===== src/rtl/txd_sched_if.sv =====
`default_nettype none
// +--------------------------------------------------------------------------+
// | Module      : txd_sched_if                                               |
// | Description : Bundle of the command, sample-memory and host TXD signals  |
// |               that connect to txd_sched.                                 |
// |               Ports carried:                                             |
// |                 ctl_valid/ctl_code          command strobe and code      |
// |                 cfg_dis_groups [GRP]        1 = byte group skipped       |
// |                 mem_tvalid/tdata/tready     sample word stream           |
// |                 str_txd_tvalid/tdata/tready host byte stream             |
// |                 busy                        scheduler activity flag      |
// |               slave  : scheduler side                                    |
// |               master : environment side                                  |
// | Revision    : 1.0 - initial release                                      |
// +--------------------------------------------------------------------------+
interface txd_sched_if #(
  parameter int MDW = 32
) ();
  localparam int GRP = MDW / 8;

  logic           ctl_valid;
  logic [7:0]     ctl_code;
  logic [GRP-1:0] cfg_dis_groups;
  logic           mem_tvalid;
  logic [MDW-1:0] mem_tdata;
  logic           mem_tready;
  logic           str_txd_tvalid;
  logic [7:0]     str_txd_tdata;
  logic           str_txd_tready;
  logic           busy;

  modport slave (
    input  ctl_valid, ctl_code, cfg_dis_groups,
    input  mem_tvalid, mem_tdata,
    output mem_tready,
    output str_txd_tvalid, str_txd_tdata,
    input  str_txd_tready,
    output busy
  );

  modport master (
    output ctl_valid, ctl_code, cfg_dis_groups,
    output mem_tvalid, mem_tdata,
    input  mem_tready,
    input  str_txd_tvalid, str_txd_tdata,
    output str_txd_tready,
    input  busy
  );
endinterface
`default_nettype wire


===== src/rtl/txd_sched.sv =====
`default_nettype none
// +--------------------------------------------------------------------------+
// | Module      : txd_sched                                                  |
// | Description : Schedules the single host TXD byte stream between the ID   |
// |               reply (4 bytes, MSB first) and captured sample words that  |
// |               are serialised lane by lane (bits 7:0 first), skipping     |
// |               disabled byte groups. Applies XON/XOFF flow control and    |
// |               the abort command.                                         |
// |               Ports:                                                     |
// |                 clk   system clock                                       |
// |                 rst   synchronous active-high reset                      |
// |                 bus   txd_sched_if.slave (commands, config, memory       |
// |                       stream, host TXD stream, busy)                     |
// | Revision    : 1.0 - initial release                                      |
// +--------------------------------------------------------------------------+
module txd_sched #(
  parameter int          MDW     = 32,
  parameter logic [31:0] ID_WORD = 32'h31414C53
) (
  input  logic        clk,
  input  logic        rst,
  txd_sched_if.slave  bus
);

  localparam int GRP = MDW / 8;
  localparam int LW  = (GRP > 1) ? $clog2(GRP) : 1;

  localparam logic [7:0] C_CMD_ABORT = 8'h00;
  localparam logic [7:0] C_CMD_ID    = 8'h02;
  localparam logic [7:0] C_CMD_XON   = 8'h11;
  localparam logic [7:0] C_CMD_XOFF  = 8'h13;
  localparam logic [2:0] C_ID_LEN    = 3'd4;

  typedef enum logic [1:0] {
    S_IDLE = 2'd0,
    S_ID   = 2'd1,
    S_DATA = 2'd2
  } state_t;

  // ---------------------------------------------------------------------------
  // Registers
  // ---------------------------------------------------------------------------
  state_t         state_q,   state_d;
  logic           flow_en_q, flow_en_d;
  logic           id_pend_q, id_pend_d;
  logic [2:0]     cnt_q,     cnt_d;      // ID bytes presented so far
  logic [MDW-1:0] word_q,    word_d;
  logic [GRP-1:0] mask_q,    mask_d;     // lanes still to be presented
  logic           tvalid_q,  tvalid_d;
  logic [7:0]     tdata_q,   tdata_d;
  // Low for the first cycle out of reset so mem_tready starts deasserted
  // while still being a pure function of registers.
  logic           run_q,     run_d;

  // ---------------------------------------------------------------------------
  // Helpers
  // ---------------------------------------------------------------------------
  function automatic logic [LW-1:0] pick_lane(input logic [GRP-1:0] m);
    pick_lane = '0;
    for (int i = GRP - 1; i >= 0; i--) begin
      if (m[i]) pick_lane = LW'(i);
    end
  endfunction

  function automatic logic [7:0] lane_byte(input logic [MDW-1:0] w,
                                           input logic [LW-1:0]  l);
    lane_byte = w[{l, 3'b000} +: 8];
  endfunction

  function automatic logic [7:0] id_byte(input logic [1:0] idx);
    case (idx)
      2'd0:    id_byte = ID_WORD[31:24];
      2'd1:    id_byte = ID_WORD[23:16];
      2'd2:    id_byte = ID_WORD[15:8];
      default: id_byte = ID_WORD[7:0];
    endcase
  endfunction

  // ---------------------------------------------------------------------------
  // Next-state logic
  // ---------------------------------------------------------------------------
  logic           cmd_abort, cmd_id, cmd_xon, cmd_xoff;
  logic           mem_tready_w, mem_xfer, txd_xfer;
  logic [GRP-1:0] new_mask;
  logic [LW-1:0]  new_lane, nxt_lane;

  always_comb begin
    cmd_abort = bus.ctl_valid && (bus.ctl_code == C_CMD_ABORT);
    cmd_id    = bus.ctl_valid && (bus.ctl_code == C_CMD_ID);
    cmd_xon   = bus.ctl_valid && (bus.ctl_code == C_CMD_XON);
    cmd_xoff  = bus.ctl_valid && (bus.ctl_code == C_CMD_XOFF);

    mem_tready_w = (state_q == S_IDLE) && !id_pend_q && flow_en_q && run_q;
    mem_xfer     = bus.mem_tvalid && mem_tready_w;
    txd_xfer     = tvalid_q && bus.str_txd_tready;

    new_mask = ~bus.cfg_dis_groups;
    new_lane = pick_lane(new_mask);
    nxt_lane = pick_lane(mask_q);

    state_d   = state_q;
    cnt_d     = cnt_q;
    word_d    = word_q;
    mask_d    = mask_q;
    tvalid_d  = tvalid_q;
    tdata_d   = tdata_q;
    run_d     = 1'b1;

    // Flow state including this cycle's command: a same-cycle XOFF stops the
    // next byte from being presented after the current one completes.
    flow_en_d = flow_en_q;
    if (cmd_xon)  flow_en_d = 1'b1;
    if (cmd_xoff) flow_en_d = 1'b0;

    // A request arriving while one is already pending merges into it.
    id_pend_d = id_pend_q || cmd_id;

    case (state_q)
      S_IDLE: begin
        if (id_pend_q && flow_en_q) begin
          state_d   = S_ID;
          id_pend_d = 1'b0;
          tvalid_d  = 1'b1;
          tdata_d   = id_byte(2'd0);
          cnt_d     = 3'd1;
        end else if (mem_xfer) begin
          // An all-disabled mask consumes the word without leaving IDLE.
          if (|new_mask) begin
            state_d  = S_DATA;
            word_d   = bus.mem_tdata;
            tvalid_d = 1'b1;
            tdata_d  = lane_byte(bus.mem_tdata, new_lane);
            mask_d   = new_mask & ~(GRP'(1) << new_lane);
          end
        end
      end

      S_ID: begin
        // Act when the current byte leaves, or when paused by XOFF.
        if (txd_xfer || !tvalid_q) begin
          if (cnt_q == C_ID_LEN) begin
            state_d  = S_IDLE;
            tvalid_d = 1'b0;
          end else if (flow_en_d) begin
            tvalid_d = 1'b1;
            tdata_d  = id_byte(cnt_q[1:0]);
            cnt_d    = cnt_q + 3'd1;
          end else begin
            tvalid_d = 1'b0;
          end
        end
      end

      S_DATA: begin
        if (txd_xfer || !tvalid_q) begin
          if (mask_q == '0) begin
            state_d  = S_IDLE;
            tvalid_d = 1'b0;
          end else if (flow_en_d) begin
            tvalid_d = 1'b1;
            tdata_d  = lane_byte(word_q, nxt_lane);
            mask_d   = mask_q & ~(GRP'(1) << nxt_lane);
          end else begin
            tvalid_d = 1'b0;
          end
        end
      end

      default: begin
        state_d  = S_IDLE;
        tvalid_d = 1'b0;
      end
    endcase

    // Abort wins over everything except flow control; a byte transferred in
    // this same cycle has already been taken by the link.
    if (cmd_abort) begin
      state_d   = S_IDLE;
      tvalid_d  = 1'b0;
      id_pend_d = 1'b0;
      mask_d    = '0;
      cnt_d     = 3'd0;
    end
  end

  // ---------------------------------------------------------------------------
  // State registers
  // ---------------------------------------------------------------------------
  always_ff @(posedge clk) begin
    if (rst) begin
      state_q   <= S_IDLE;
      flow_en_q <= 1'b1;
      id_pend_q <= 1'b0;
      cnt_q     <= 3'd0;
      word_q    <= '0;
      mask_q    <= '0;
      tvalid_q  <= 1'b0;
      tdata_q   <= 8'h00;
      run_q     <= 1'b0;
    end else begin
      state_q   <= state_d;
      flow_en_q <= flow_en_d;
      id_pend_q <= id_pend_d;
      cnt_q     <= cnt_d;
      word_q    <= word_d;
      mask_q    <= mask_d;
      tvalid_q  <= tvalid_d;
      tdata_q   <= tdata_d;
      run_q     <= run_d;
    end
  end

  // ---------------------------------------------------------------------------
  // Outputs
  // ---------------------------------------------------------------------------
  assign bus.mem_tready     = mem_tready_w;
  assign bus.str_txd_tvalid = tvalid_q;
  assign bus.str_txd_tdata  = tdata_q;
  assign bus.busy           = (state_q != S_IDLE) || id_pend_q;

endmodule
`default_nettype wire


===== src/flat_wrapper.sv =====
// flat-port wrapper written by rule: the top's interface ports become plain ports
module txd_sched_flat 
#(
  parameter int          MDW     = 32,
  parameter logic [31:0] ID_WORD = 32'h31414C53
)
  (clk, rst, bus_ctl_valid, bus_ctl_code, bus_cfg_dis_groups, bus_mem_tvalid, bus_mem_tdata, bus_mem_tready, bus_str_txd_tvalid, bus_str_txd_tdata, bus_str_txd_tready, bus_busy);
  txd_sched_if #(.MDW(MDW)) bus_i ();
  input  logic clk;
  input  logic rst;
  input wire logic [$bits(bus_i.ctl_valid)-1:0] bus_ctl_valid;
  input wire logic [$bits(bus_i.ctl_code)-1:0] bus_ctl_code;
  input wire logic [$bits(bus_i.cfg_dis_groups)-1:0] bus_cfg_dis_groups;
  input wire logic [$bits(bus_i.mem_tvalid)-1:0] bus_mem_tvalid;
  input wire logic [$bits(bus_i.mem_tdata)-1:0] bus_mem_tdata;
  output wire logic [$bits(bus_i.mem_tready)-1:0] bus_mem_tready;
  output wire logic [$bits(bus_i.str_txd_tvalid)-1:0] bus_str_txd_tvalid;
  output wire logic [$bits(bus_i.str_txd_tdata)-1:0] bus_str_txd_tdata;
  input wire logic [$bits(bus_i.str_txd_tready)-1:0] bus_str_txd_tready;
  output wire logic [$bits(bus_i.busy)-1:0] bus_busy;
  assign bus_i.ctl_valid = bus_ctl_valid;
  assign bus_i.ctl_code = bus_ctl_code;
  assign bus_i.cfg_dis_groups = bus_cfg_dis_groups;
  assign bus_i.mem_tvalid = bus_mem_tvalid;
  assign bus_i.mem_tdata = bus_mem_tdata;
  assign bus_mem_tready = bus_i.mem_tready;
  assign bus_str_txd_tvalid = bus_i.str_txd_tvalid;
  assign bus_str_txd_tdata = bus_i.str_txd_tdata;
  assign bus_i.str_txd_tready = bus_str_txd_tready;
  assign bus_busy = bus_i.busy;
  txd_sched #(.MDW(MDW), .ID_WORD(ID_WORD)) u_core (.clk(clk), .rst(rst), .bus(bus_i));
endmodule

===== config.mk =====
export PLATFORM = sky130hd
export DESIGN_NAME = txd_sched_flat
export DESIGN_NICKNAME = d
export VERILOG_FILES = /design/src/rtl/txd_sched_if.sv /design/src/rtl/txd_sched.sv /design/src/flat_wrapper.sv
export SDC_FILE = /design/constraint.sdc
export NUM_CORES = 1
export LEC_CHECK = 0
export ABC_AREA = 1
export CORE_ASPECT_RATIO = 0.8
export CORE_MARGIN = 1
export CORE_UTILIZATION = 45
export CTS_BUF_LIST = sky130_fd_sc_hd__clkbuf_16
export CTS_CLUSTER_DIAMETER = 30
export CTS_CLUSTER_SIZE = 40
export DETAILED_ROUTE_END_ITERATION = 10
export PLACE_DENSITY = 0.7
export SETUP_SLACK_MARGIN = 0.02
export SLEW_MARGIN = 20
export SYNTH_ARGS = -nofsm -noshare
export SYNTH_HDL_FRONTEND = slang
export SYNTH_SLANG_ARGS = --single-unit

===== constraint.sdc =====
create_clock -name clk -period 3.04 [get_ports clk]
set_clock_uncertainty 0.15 [all_clocks]
set_input_delay 0.76 -clock clk [delete_from_list [all_inputs] [get_ports clk]]
set_output_delay 0.76 -clock clk [all_outputs]
set_load 0.01 [all_outputs]

# Word level (Yosys, flattened, before mapping)
# Cells that the tools add are included.
[totals]
reg_bits = 53
latchBits = 0
ramBits = 0
mem_bits_ro = 0
inputBits = 49
output_inout_bits = 11
n_memories = 0
[classes]
n_addsub = 1
n_mul = 0
div_mod_pow = 0
order_cmp = 0
eq_ne = 22
shift = 4
mux = 53
n_bitwise = 6
reduce_logical = 31
[ops]
columns = ["operator", "n"]
rows = [
  ["2-to-1 mux 8 bit", 9],
  ["indexed part select 32 x 6 -> 8 bit", 2],
  ["2-to-1 mux 2 bit", 15],
  ["2-to-1 mux 4 bit", 6],
  ["case mux 8 bit (3 select lines)", 1],
  ["case mux 7 bit (3 select lines)", 1],
  ["== test 8 x 5 -> 1 bit, second input constant", 2],
  ["inequality test 2 x 1 -> 1 bit, second input constant", 7],
  ["2-to-1 mux 1 bit", 13],
  ["2-to-1 mux 3 bit", 4],
  ["inverter 4 bit", 3],
  ["logical AND 1 bit", 10],
  ["inequality test 2 bit, second input constant", 5],
  ["AND reduction 9 bit", 1],
  ["bitwise AND 4 bit", 2],
  ["== test 8 x 2 -> 1 bit, second input constant", 1],
  ["logical NOT 8 bit", 1],
  ["case mux 4 bit (2 select lines)", 1],
  ["AND reduction 4 bit", 2],
  ["<< shifter 1 x 2 -> 4 bit, first input constant", 2],
  ["AND reduction 7 bit", 1],
  ["case mux 2 bit (3 select lines)", 1],
  ["case mux 3 bit (2 select lines)", 1],
  ["AND reduction 6 bit", 1],
  ["17 further kinds", 25],
]

# Depth between registers and ports, before layout
# Gate-level depths: netlist of the first run.
[logic_depth]
word_depth = 12
ltp_mapped = 13
ltp_nobuf = 12

# Worst setup path before layout of the first run
# OpenSTA, ideal clock, no wires.
[synth_timing]
kind = "input port to flip-flop"
start = "input port bus_cfg_dis_groups[1]"
end = "register u_core.mask_q[1]"
setup_ns = 0.113
t_arrival_ns = 1.669
t_required_ns = 2.777
slack_ns = 1.108
path_stages = 11
path_buffers = 1
path_cell_list = "nand2_2 > inv_2 > nand2_1 > nand3_2 > buf_6 > nand2_1 > nand2_1 > nor2_4 > nand2_2 > o21ai_1 > nor2_1"
[synth_via]
elab_chain_cells = 10
word_cells_on_any_way = 13
[synth_rtl]
columns = ["element", "line_no", "source"]
rows = [
  ["start, declared", "flat_wrapper.sv:13", "input wire logic [$bits(bus_i.cfg_dis_groups)-1:0] bus_cfg_dis_groups;"],
  ["inverter 4 bit (*)", "txd_sched.sv:97", "new_mask = ~bus.cfg_dis_groups;"],
  ["2-to-1 mux 2 bit (2 in a row)", "txd_sched.sv:61", "if (m[i]) pick_lane = LW'(i);"],
  ["<< shifter 1 x 2 -> 4 bit", "txd_sched.sv:133", "mask_d = new_mask & ~(GRP'(1) << new_lane);"],
  ["inverter 4 bit", "txd_sched.sv:133", ""],
  ["bitwise AND 4 bit", "txd_sched.sv:133", ""],
  ["2-to-1 mux 4 bit", "txd_sched.sv:128", "if (|new_mask) begin"],
  ["2-to-1 mux 4 bit", "txd_sched.sv:126", "end else if (mem_xfer) begin"],
  ["2-to-1 mux 4 bit", "txd_sched.sv:120", "if (id_pend_q && flow_en_q) begin"],
  ["case mux 4 bit (2 select lines)", "txd_sched.sv:118", "case (state_q)"],
  ["end signal, assigned", "txd_sched.sv:206", "mask_q <= mask_d;"],
  ["end, declared", "txd_sched.sv:48", "logic [GRP-1:0] mask_q, mask_d;"],
]
# Every way passes the cells marked *; elsewhere a longest branch is shown, timed or not. The select of a mux whose other input is x is not followed.
# A chain may end at the register's enable or synchronous reset.

# Final worst setup path of the first run
[layout_timing]
start = "register u_core.state_q[0]"
end = "output port bus_mem_tready"
[layout_via]
elab_chain_cells = 4
[layout_rtl]
columns = ["element", "line_no", "source"]
rows = [
  ["start, declared", "txd_sched.sv:43", "state_t state_q, state_d;"],
  ["start signal, assigned", "txd_sched.sv:201", "state_q <= state_d;"],
  ["logical NOT 2 bit", "txd_sched.sv:93", "mem_tready_w = (state_q == S_IDLE) && !id_pend_q && flow_en_q && run_q;"],
  ["logical AND 1 bit (3 in a row)", "txd_sched.sv:93", ""],
  ["end, declared", "flat_wrapper.sv:16", "output wire logic [$bits(bus_i.mem_tready)-1:0] bus_mem_tready;"],
]
# No other way between the ends.

==> results of run 1 <==
per-layer routing:
metal | track usage [%] | vias to the layer above
met2 | 38.2 | 129
met3 | 4.22 | 12
met4 | 4.56 | 0
met5 | 0 | -
li1 | - | 1745
met1 | 39.5 | 1483
sequential cells by signal (all words and copies together), names as in the netlist:
name,cells
u_core.word_q,32
u_core.bus.str_txd_tdata,8
u_core.mask_q,4
u_core.cnt_q,3
u_core.state_q,2
u_core.bus.str_txd_tvalid,1
u_core.flow_en_q,1
u_core.id_pend_q,1
u_core.run_q,1
cell type report:
type	count	area, um^2	share of cell area [%]
repair buffers	64	641	16.0
clock inverters	2	7.51	0.188
inverters	91	342	8.53
flip-flops and latches	53	1060	26.5
multi-input cells	359	1720	42.9
clock buffers	5	125	3.13
well taps	87	109	2.72
power by group through the flow:
stage	combinational (uW)	sequential, uW	clock (uW)
2_1_floorplan	606	878	0
3_3_place_gp	927	866	0
3_5_place_dp	933	871	0
4_1_cts	939	855	553
5_1_grt	1070	868	589
6_report	942	855	547
stage by stage:
step	hold WS (ps)	worst slack [ps]
2_1_floorplan	275	1110
3_3_place_gp	284	318
3_5_place_dp	293	308
4_1_cts	303	350
5_1_grt	326	257
6_report	301	367
worst min-delay path by stage:
stage | startpoint | to | slack, ps | cells past startpoint
6_report | u_core.word_q[18] | u_core.word_q[18] | 300 | 2
5_1_grt | u_core.word_q[0] | u_core.word_q[0] | 330 | 2
4_1_cts | u_core.word_q[18] | u_core.word_q[18] | 300 | 2
3_5_place_dp | u_core.word_q[23] | u_core.word_q[23] | 290 | 2
3_3_place_gp | u_core.word_q[16] | u_core.word_q[16] | 280 | 2
2_1_floorplan | u_core.word_q[16] | u_core.word_q[16] | 270 | 2
worst max-delay path: cells and delay by family, from the launching register on:
family,cells,cell delay [ps]
fa+ha+maj,1,280
buf+inv,2,640
flops,1,340
simple gates,2,220
cells in the mapped netlist:
cell type	count	share of area [%]
o21ai_0	46	7.2
nand2_1	121	14
ha_1	9	3.5
nor2_2	2	0.39
clkinv_1	2	0.23
nor2_1	45	5.3
buf_2	4	0.62
nand4_1	4	0.78
buf_6	2	0.70
nand3b_1	5	1.2
inv_1	84	9.8
dfxtp_1	53	33
o31ai_1	2	0.47
o21ai_1	3	0.47
or2_2	3	0.58
inv_2	5	0.58
clkbuf_1	12	1.4
nor3_1	3	0.47
nor2_4	2	0.70
nand3_2	1	0.31
a21oi_1	37	5.8
nand3_1	66	10
nand2_2	7	1.4
nor3b_1	3	0.70
logic make-up (layout without fill, tap and decap cells):
group                    Yosys count  after routing  synth area share [%]
AND/OR/NAND/NOR                  262            262                  36.2
AO/OA/AOI/OAI                     88             88                  13.9
flip-flops                        53             53                  33.1
adder cells (fa/ha/maj)            9              9                  3.51
buffers and inverters            109            162                  13.4
==> results by group, run 1 <==
Routing
  • DRT antenna net count: 0
  • Drt first pass iters: 5
  • Met2 WL: between 3 and 4 mm
  • WL final: around 9.0 mm
  • Iter 0 DRT Violations: between 200 and 250
  • Met3 WL: 648 um
  • Drc violations: 0
  • Max Used Layer: met4
  • Met1 wire length: about 4.5 mm
  • Vias per cell: around 5
  • DR vias: about 3,400
  • Routed WL per cell: between 10 and 15 um

Placement
  • GP Congestion: 0.920
  • DP Cell Count: roughly 650
  • PortBufs: slightly below 60
  • Post-DP HPWL: approximately 6.9 mm
  • Area of placed instances: roughly 3900 um^2

Critical path
  • Crit-path max cell delay: approximately 550 ps
  • Critical-path maximum fanout: 6
  • Cells on worst reg2reg path: 8
  • Crit-path slowest cell: clkdlybuf4s50_1
  • R2r endpoint: u_core.bus.str_txd_tdata[4]
  • Req. time, crit path: about 2100 ps
  • Worst-path cell chain: inv_1 > ha_1 > nand2_2 > nor2_4 > clkdlybuf4s50_1
  • CP endpoint kind: output port
  • Arrival time of the worst setup path: roughly 1800 ps
  • Setup slack, reg-to-reg: approximately 870 ps
  • CP Class: reg2out
  • Crit. Startpoint: u_core.state_q[0]
  • Worst R2R Start: u_core.mask_q[0]
  • Worst setup endpoint: bus_mem_tready
  • Setup crit start kind: flop

Power and ir drop
  • Comb pwr share: between 40% and 50%
  • P_leak: around 0.0019 uW
  • Sw Pwr: a little under 900 uW
  • Internal power component: 1460 uW
  • Clock share of power: 23.3%
  • VDD IR max: approximately 310 uV
  • Power Dens Cells: 586 nW/um^2
  • Sw frac: a little under two fifths
  • Power Total: 2340 uW
  • Seq pwr share: between 30% and 40%

Clocking
  • Cts bufs inserted: 5
  • Htree depth: 2
  • CTS Sinks: 53
  • Root Buffer: clkbuf_16
  • Clk_lat worst skew: 290 ps
  • Cts repair resizes: 0
  • Clk slew on worst S/H paths: approximately 70 ps
  • CTS tree: built
  • Hold buffer count at cts: 0
  • Setup Fix Bufs, Post-CTS: 0
  • Clock Path Buffers: 2

Finish
  • Non-filler instance count after layout: 661
  • Share of cells above drive strength 1: ~5.2%
  • Area Overhead vs Synth: 24.8%
  • # fillers: approximately 720
  • Commonest non-fill, non-tap cells in the layout: 121 x nand2_1, 85 x inv_1, 66 x nand3_1
  • Commonest non-fill, non-tap cell in the layout: nand2_1
  • Nets: roughly 630
  • Design area: between 4000 and 5000 um^2
  • Diode count: 0
  • Utilization after layout: around three fifths

Logic synthesis
  • Register area share after synthesis: approximately a third
  • Synth warn: 0
  • Count of different cell masters after synthesis: 24
  • Syn Area/Cell: about 6.2 um^2
  • Post-Syn Nets: 579
  • Mapped Area: about 3200 um^2
  • Synth Instances: roughly 520
  • Register bit total from synthesis: 53

GRT
  • Largest net degree at the start of global routing: 56
  • Antenna violations before repair: 0
  • Overflow after GRT: 0
  • Vias in the first global route: 3,122
  • First-pass GRT wire length: 15.1 mm
  • Tot GR Track Use: roughly 26%

Floorplan
  • Top Ports: 60
  • Die H: roughly 78 um
  • Die Area: ~7500 um^2
  • Die W: between 90 and 100 um
  • Core Region: about 7000 um^2
  • Starting density of the core: between 40% and 50%
  • Row count: 27

Timing
  • Max Clk Rate: ~370 MHz
  • Final count of hold timing violations: 0
  • RSZ-0062 raised after global routing: no
  • Final worst path period need: between 2000 and 3000 ps
  • Transition time of the tightest slew-check pin: approximately 770 ps
  • Max Transition Viols Final: 0
  • Slew HR: around half
  • Setup TNS: 0 ps
  • Period utilisation layout: between 80 and 90%
  • Setup violators final: 0

Job
  • Max-cap violations: 0

Min path
  • Worst min path class: reg2reg

Status
  • Run status: completed
Note: power is estimated with default switching activity, not from simulation.
==> run 2, diff against run 1 <==
Settings changed: CORE_MARGIN 1 to 5, GPL_TIMING_DRIVEN set to 1.
==> run 2 against run 1 <==
Cell count did not move; power rose by 7.8%; die area rose by 19%; combinational power barely moved; critical path depth did not move; critical endpoint unchanged; largest cell class unchanged; highest routed layer unchanged.
==> results by group, run 2 (synthesis gave the netlist of run 1 again) <==
Finish
  • # fillers: between 700 and 800
  • Seq. cell area: 1060 um^2
  • Share of cells above drive strength 1: ~5.6%
  • Design area: 4040 um^2
  • Commonest non-fill, non-tap cells in the layout: 121 x nand2_1, 84 x inv_1, 66 x nand3_1
  • Max reg flops: 32
  • Commonest non-fill, non-tap cell in the layout: nand2_1
  • Area Overhead vs Synth: 25.9%
  • Biggest register: u_core.word_q
  • Diode count: 0
  • Nets: 631
  • Multi-input gate area: roughly 1700 um^2

Min path
  • HP Start: u_core.word_q[22]
  • Worst hold path endpoint: u_core.word_q[22]
  • Worst min path class: reg2reg
  • Hold Crit Depth: 2

GRT
  • Vias in the first global route: around 3,200
  • Antenna violations before repair: 0
  • Largest net degree at the start of global routing: 55
  • Tot GR Track Use: approximately a fifth
  • Overflow after GRT: 0
  • First-pass GRT wire length: about 15 mm

Clocking
  • Cts repair resizes: 0
  • Clk_lat worst skew: just under 300 ps
  • CTS Sinks: 53
  • Hold buffer count at cts: 0
  • Setup Fix Bufs, Post-CTS: 0
  • Root Buffer: clkbuf_16
  • Cts bufs inserted: 5
  • CTS tree: built
  • Clock Path Buffers: 2
  • Clk slew on worst S/H paths: around 70 ps
  • Htree depth: 2

Placement
  • Area of placed instances: slightly below 4000 um^2
  • GP Congestion: ~0.87
  • PortBufs: a little under 60
  • Pre-CTS WS: 258 ps
  • Post-DP HPWL: about 7 mm

Critical path
  • Setup slack, reg-to-reg: approximately 900 ps
  • Critical-path maximum fanout: 6
  • Arrival time of the worst setup path: around 1800 ps
  • CP Class: reg2out
  • Cells on worst reg2reg path: 8
  • Setup crit start kind: flop
  • Req. time, crit path: approximately 2100 ps
  • Worst R2R Start: u_core.mask_q[0]
  • R2r endpoint: u_core.bus.str_txd_tdata[2]
  • CP endpoint kind: output port

Power and ir drop
  • VDD IR max: a little over 300 uV
  • Power Dens Cells: roughly 630 nW/um^2
  • P_leak: approximately 0.0019 uW
  • Power Total: approximately 2500 uW

Timing
  • Slew HR: 47.0%
  • Final Worst Setup Slack: between 300 and 400 ps
  • Max Clk Rate: approximately 380 MHz
  • Transition time of the tightest slew-check pin: roughly 790 ps
  • Period utilisation layout: 87.6%
  • Final worst path period need: around 2700 ps
  • Max Transition Viols Final: 0
  • RSZ-0062 raised after global routing: no
  • Final count of hold timing violations: 0
  • Worst hold slack: ~300 ps
  • Setup TNS: 0 ps
  • Setup violators final: 0

Floorplan
  • Die W: 104 um
  • Starting density of the core: between 40% and 50%
  • Die Area: about 8900 um^2
  • Core Region: 6930 um^2
  • Die H: 85.5 um
  • Top Ports: 60
  • Row count: 27

Routing
  • Iter 0 DRT Violations: ~250
  • Vias per cell: between 5 and 6
  • WL final: approximately 9.3 mm
  • Drc violations: 0
  • DR vias: between 3,000 and 4,000
  • Routed WL per cell: around 14 um
  • Drt first pass iters: 4
  • DRT antenna net count: 0

Job
  • Max-cap violations: 0

Status
  • Run status: completed
run 2: changes by cell type in the layout (fill, tap and decap cells not counted):
cell	delta
buf_12	-1
bufinv_16	+2
clkinv_1	-1
clkinv_2	+1
inv_1	-1
run 2: cell type report:
cell class	count	share of cell area, %
repair buffers	63	15.4
multi-input cells	359	42.5
well taps	87	2.69
clock buffers	5	3.10
inverters	91	8.45
flip-flops and latches	53	26.3
clock inverters	3	1.61
run 2: how the worst max path moves through the flow:
stage                           from                          end  cells after the start  slack (ps)
2_1_floorplan  bus_cfg_dis_groups[1]             u_core.mask_q[1]                     11        1110
3_3_place_gp   bus_cfg_dis_groups[2]  u_core.bus.str_txd_tdata[4]                     11         290
3_5_place_dp   bus_cfg_dis_groups[1]            u_core.word_q[15]                      9         260
4_1_cts            u_core.state_q[0]               bus_mem_tready                      5         380
5_1_grt            u_core.state_q[0]               bus_mem_tready                      5         290
6_report           u_core.state_q[0]               bus_mem_tready                      5         380
run 2: layer usage:
metal,up-vias,track usage (%),part of all wire [%]
met3,11,3.84,6.7
met2,117,31.5,42
li1,1750,-,-
met5,-,0,0
met1,1504,31.3,50
met4,0,4.59,1.0
run 2: critical path: stages, from the launching register on:
cell,delay (ps)
dfxtp_1,340
inv_1,90
ha_1,260
nand2_2,120
nor2_4,110
clkdlybuf4s50_1,540
run 2: where the power goes:
group	switching (uW)	internal, uW
Clock	260	471
Combinational	580	361
Sequential	57.0	799
run 2: metrics by stage:
stage | utilization (%) | std cells
2_1_floorplan | - | 521
4_1_cts | 58.4 | 661
3_3_place_gp | 55.6 | 653
3_5_place_dp | 55.6 | 653
6_report | 58.4 | 661
5_1_grt | 58.4 | 661
==> run 3, diff against run 2 <==
Settings changed: CAP_MARGIN set to 10, SKIP_CTS_REPAIR_TIMING set to 1.
==> results of run 3 <==
Same layout as run 2: the final DEF is identical, and so are final timing and power.
